**src/rtl/alu_share_arbiter.sv**
```systemverilog
// alu_share_arbiter: two-requester round-robin
// sequencer in front of one shared comb ALU.
module alu_share_arbiter #(
  parameter int DATA_WIDTH    = 32,
  parameter int OPCODE_LENGTH = 4
) (
  input  logic                     clk,
  input  logic                     reset,
  input  logic                     req0_valid,
  output logic                     req0_ready,
  input  logic [OPCODE_LENGTH-1:0] req0_op,
  input  logic [DATA_WIDTH-1:0]    req0_srca,
  input  logic [DATA_WIDTH-1:0]    req0_srcb,
  input  logic                     req1_valid,
  output logic                     req1_ready,
  input  logic [OPCODE_LENGTH-1:0] req1_op,
  input  logic [DATA_WIDTH-1:0]    req1_srca,
  input  logic [DATA_WIDTH-1:0]    req1_srcb,
  output logic                     rsp0_valid,
  input  logic                     rsp0_ready,
  output logic [DATA_WIDTH-1:0]    rsp0_result,
  output logic                     rsp0_err,
  output logic                     rsp1_valid,
  input  logic                     rsp1_ready,
  output logic [DATA_WIDTH-1:0]    rsp1_result,
  output logic                     rsp1_err,
  output logic [DATA_WIDTH-1:0]    alu_srca,
  output logic [DATA_WIDTH-1:0]    alu_srcb,
  output logic [OPCODE_LENGTH-1:0] alu_operation,
  input  logic [DATA_WIDTH-1:0]    alu_result,
  output logic                     busy
);

  typedef enum logic [1:0] {
    IDLE,
    EXEC,
    RESP
  } state_t;

  state_t state, state_nxt;

  logic prio, prio_nxt;
  logic owner, owner_nxt;
  logic err_q, err_nxt;

  logic [OPCODE_LENGTH-1:0] op_q, op_nxt;
  logic [DATA_WIDTH-1:0]    srca_q, srca_nxt;
  logic [DATA_WIDTH-1:0]    srcb_q, srcb_nxt;
  logic [DATA_WIDTH-1:0]    res_q, res_nxt;

  logic any_v;
  logic gnt;
  logic rsp_hs;

  logic [OPCODE_LENGTH-1:0] sel_op;
  logic [DATA_WIDTH-1:0]    sel_a;
  logic [DATA_WIDTH-1:0]    sel_b;

  // Codes the shared ALU actually implements;
  // anything else still runs but is flagged.
  function automatic logic op_ok(
    input logic [OPCODE_LENGTH-1:0] op
  );
    return op inside {
      OPCODE_LENGTH'(4'h0),
      OPCODE_LENGTH'(4'h1),
      OPCODE_LENGTH'(4'h2),
      OPCODE_LENGTH'(4'h3),
      OPCODE_LENGTH'(4'h4),
      OPCODE_LENGTH'(4'h5),
      OPCODE_LENGTH'(4'h8)
    };
  endfunction

  assign any_v = req0_valid | req1_valid;

  // Grant: lone requester wins, ties go to prio.
  always_comb begin
    gnt = 1'b0;
    unique case (1'b1)
      req0_valid & req1_valid:  gnt = prio;
      ~req0_valid & req1_valid: gnt = 1'b1;
      default:                  gnt = 1'b0;
    endcase
  end

  assign sel_op = gnt ? req1_op   : req0_op;
  assign sel_a  = gnt ? req1_srca : req0_srca;
  assign sel_b  = gnt ? req1_srcb : req0_srcb;

  assign rsp_hs = owner ? rsp1_ready : rsp0_ready;

  // Next state, captured fields and handshakes.
  always_comb begin
    state_nxt  = state;
    prio_nxt   = prio;
    owner_nxt  = owner;
    err_nxt    = err_q;
    op_nxt     = op_q;
    srca_nxt   = srca_q;
    srcb_nxt   = srcb_q;
    res_nxt    = res_q;
    req0_ready = 1'b0;
    req1_ready = 1'b0;
    rsp0_valid = 1'b0;
    rsp1_valid = 1'b0;
    unique case (state)
      IDLE: begin
        req0_ready = any_v & ~gnt;
        req1_ready = any_v & gnt;
        if (any_v) begin
          owner_nxt = gnt;
          op_nxt    = sel_op;
          srca_nxt  = sel_a;
          srcb_nxt  = sel_b;
          err_nxt   = ~op_ok(sel_op);
          state_nxt = EXEC;
        end
      end
      EXEC: begin
        res_nxt   = alu_result;
        state_nxt = RESP;
      end
      RESP: begin
        rsp0_valid = ~owner;
        rsp1_valid = owner;
        if (rsp_hs) begin
          prio_nxt  = ~owner;
          state_nxt = IDLE;
        end
      end
      default: state_nxt = IDLE;
    endcase
  end

  // State register; reset drops any op in flight.
  always_ff @(posedge clk or negedge reset) begin
    if (!reset) begin
      state  <= IDLE;
      prio   <= 1'b0;
      owner  <= 1'b0;
      err_q  <= 1'b0;
      op_q   <= '0;
      srca_q <= '0;
      srcb_q <= '0;
      res_q  <= '0;
    end else begin
      state  <= state_nxt;
      prio   <= prio_nxt;
      owner  <= owner_nxt;
      err_q  <= err_nxt;
      op_q   <= op_nxt;
      srca_q <= srca_nxt;
      srcb_q <= srcb_nxt;
      res_q  <= res_nxt;
    end
  end

  assign alu_operation = op_q;
  assign alu_srca      = srca_q;
  assign alu_srcb      = srcb_q;

  assign rsp0_result = res_q;
  assign rsp1_result = res_q;
  assign rsp0_err    = err_q;
  assign rsp1_err    = err_q;

  assign busy = (state != IDLE);

endmodule
```
**config.mk**
```make
export PLATFORM = sky130hd
export DESIGN_NAME = alu_share_arbiter
export DESIGN_NICKNAME = d
export VERILOG_FILES = /design/src/rtl/alu_share_arbiter.sv
export SDC_FILE = /design/constraint.sdc
export NUM_CORES = 1
export LEC_CHECK = 0
export CAP_MARGIN = 20
export CORE_AREA = 2 2 125 127
export DETAILED_ROUTE_END_ITERATION = 6
export DIE_AREA = 0 0 127 129
export GPL_TIMING_DRIVEN = 0
export PLACE_DENSITY = 0.77
export SLEW_MARGIN = 20
export SYNTH_ARGS = -nofsm -noshare
export SYNTH_HDL_FRONTEND = slang
export SYNTH_SLANG_ARGS = --single-unit
export TNS_END_PERCENT = 100
```
**constraint.sdc**
```tcl
create_clock -name clk -period 1.4 [get_ports clk]
set_clock_uncertainty 0.2 [all_clocks]
set_input_delay 0.28 -clock clk [delete_from_list [all_inputs] [get_ports clk]]
set_output_delay 0.28 -clock clk [all_outputs]
set_load 0.05 [all_outputs]
```
==> summary.md <==
| Metric | Value |
|---|---|
| Outcome | complete, but fails checks |
| Failing checks | negative setup slack |
| Final ANT Viol Nets | 0 |
| Static Leak | 4.598 nW |
| Effective utilization at floorplan | 33.32% |
| DP HPWL | 13760 microns |
| Post-layout min period | 1.865 ns |
| Cell mode on critical path | buf_12 |
| H-tree depth | 3 |
| Maximum root-to-sink buffer count | 2 |
| Ys async rst share | 100.0% |
| Met2 wire length | 11330 microns |
| Worst Tran Pin Value | 0.4817 ns |
| Met3 wire len | 1555 microns |
| Crit path kind | reg2out |
| Min-delay worst type | in2async |
| Final Util | 68.45% |
| Fmax | 536.1 MHz |
| CP max stage delay | 0.45 ns |
| Worst setup margin | -0.4652 ns |
| Top routing layer used | met4 |
| Post-synthesis instance total | 422 |
| Row cnt | 45 |
| Die width | 127 microns |
| Die area | 16380 sq um |
| Commonest cells after routing, fill and taps aside | clkdlybuf4s50_1, buf_6, dfrtp_1 |
| Avg Cell Area, Syn | 11.82 sq um |
| Final Max Tran Viols | 0 |
| Fin nets | 993 |
| Number of global-route vias before repair | 5368 |
| Cell Chain, Critical Path | nor2_4 > and3_4 > buf_12 > buf_12 |
| Initial antenna violation count | 0 |
| Non-filler cells, final | 1012 |
| Critical path launch point type | flop |
| Crit path max-delay family | flip-flops |
| Slew HR | 67.89% |
| Synth Register Bits | 105 |
| Setup TNS Final | -37.20 ns |
| Worst-Skew Late Latency | 0.34 ns |
| Largest net degree at the start of global routing | 55 |
| Ys flop type | dfrtp_1 |
| Routed WL | 21300 microns |
| Overall die height | 129 microns |
| Buffers on Ports | 312 |
| Final Hold Vio Count | 0 |
| Worst VDD drop | 0.001577 V |
| P&R area growth vs syn | 105.4% |
| Gpl congestion | 0.8182 |
| N_diodes | 0 |
| Routed length per instance | 21.05 microns |
| Core region area | 14980 sq um |
| Pwr Total | 30.63 mW |
| PwrDens | 2988 nW/um^2 |
| First-pass GRT wire length | 29060 microns |
| Clk sinks | 105 |
| All-layer global routing usage | 22.63% |
| Iter 0 DRT Violations | 331 |
| Crit-path slowest cell | dfrtp_2 |
| CTS buffer count | 9 |
| Final Setup Violations | 180 |
| CTS tree | built |
| Distinct cell type count after synthesis | 31 |
| WP data arrival | 1.39 ns |
| DP Worst Slack | -1.403 ns |
| Tcrit/Tclk final | 133.2% |
| WP buf/inv | 2 |
| Share of cells above drive strength 1 | 41.87% |
| # DRC | 0 |
| Clk root buf | clkbuf_16 |
| TritonRoute pass-1 iters | 5 |
| CP endpoint kind | output pin |
| Grt total ovfl | 0 |
| RSZ-0062 raised after global routing | yes |
| Commonest non-fill, non-tap cell in the layout | clkdlybuf4s50_1 |
| CP required | 0.92 ns |
| I/O pins | 313 |
| Syn nets | 596 |
| Post-synth EDFFs | 0 |
| Post-synthesis cell area | 4990 sq um |
| Vias | 5289 |
| Sequential share of the synthesized area | 52.66% |
| Worst-path clk slew | 0.08 ns |
| Maxcap violations | 0 |
| Reg-to-reg setup timing slack | -0.43 ns |
| Synth Warn # | 0 |
| Wl on met1 | 7751 microns |
| Placed cells | 923 |
| Via density | 5.226 |
| CP Max Fanout | 3 |
[report_power, final]
| part | switching (mW) | internal (mW) | total [mW] |
|---|---|---|---|
| logic | 11.7 | 10.2 | 21.9 |
| clock network | 1.19 | 1.43 | 2.62 |
| registers | 1.51 | 4.58 | 6.09 |
| total | 14.4 | 16.2 | 30.6 |
[synthesized netlist by cell type (all sizes together) (2+ instances only)]
library cell | number | share of area [%]
dfrtp | 105 | 53
nand2b | 2 | 0.25
and3 | 2 | 0.35
nor2 | 4 | 0.45
a21boi | 46 | 6.9
or2 | 2 | 0.25
a221o | 46 | 9.2
clkbuf | 18 | 1.4
a21oi | 24 | 2.4
mux2 | 32 | 7.2
a31oi | 24 | 3.0
nand3b | 21 | 3.2
o21ai | 26 | 2.6
inv | 6 | 0.45
buf | 55 | 8.1
nand2 | 2 | 0.15
[logic make-up (layout without fill, tap and decap cells)]
group           after synthesis  in the layout  synth area share [%]
compound gates              170            170                 24.87
buf+inv                      79            481                 9.904
flops                       105            105                 52.66
mux                          32             32                 7.222
simple gates                 36             36                 5.341
[state kept, by name (all words and copies together) (netlist names)]
register       cells
alu_operation      4
alu_srca          32
state              2
rsp0_err           1
owner              1
alu_srcb          32
prio               1
rsp0_result       32
[final timing paths]
path | depth (start not counted) | startpoint | end
max reg2reg | 7 | prio | alu_srcb[15]
max | 4 | state[1] | req0_ready
min | 2 | reset | rsp0_result[21]
max in group asynchronous | 3 | reset | alu_srcb[29]
min reg2reg | 2 | alu_operation[3] | alu_operation[3]
min in group clk | 3 | req1_valid | alu_srcb[30]
[through the flow]
| step | hold slack, ns | cell area, sq um |
|---|---|---|
| 6_report | 0.2433 | 10250 |
| 5_1_grt | 0.2710 | 10250 |
| 4_1_cts | 0.2596 | 9578 |
| 3_5_place_dp | 0.08144 | 8591 |
| 3_3_place_gp | 0.3226 | 8562 |
| 2_1_floorplan | -0.2156 | 5204 |
[routing by layer]
layer | track usage [%] | vias up
met1 | 26.53 | 2597
met3 | 5.198 | 50
met5 | 0 | -
li1 | - | 2350
met2 | 40.99 | 292
met4 | 7.628 | 0
[area by class of cell]
type	instances	area [sq um]
sequential	105	2634
buffer	64	695.7
multi-input combinational	238	2021
clock buffer	11	242.7
timing repair buffer	395	4343
tap	188	235.2
inverter	6	25.02
clock inverter	5	55.05
fill	1039	4726
[repair_timing]
item	CTS	global route
cloned	5	1
hold buffers	1	0
endpoints found under the setup margin	239	285
buffers inserted	32	44
pin swaps	7	11
resized for setup	1028	99
endpoints found under the hold margin	53	0
(Power assumes the default switching activity.)
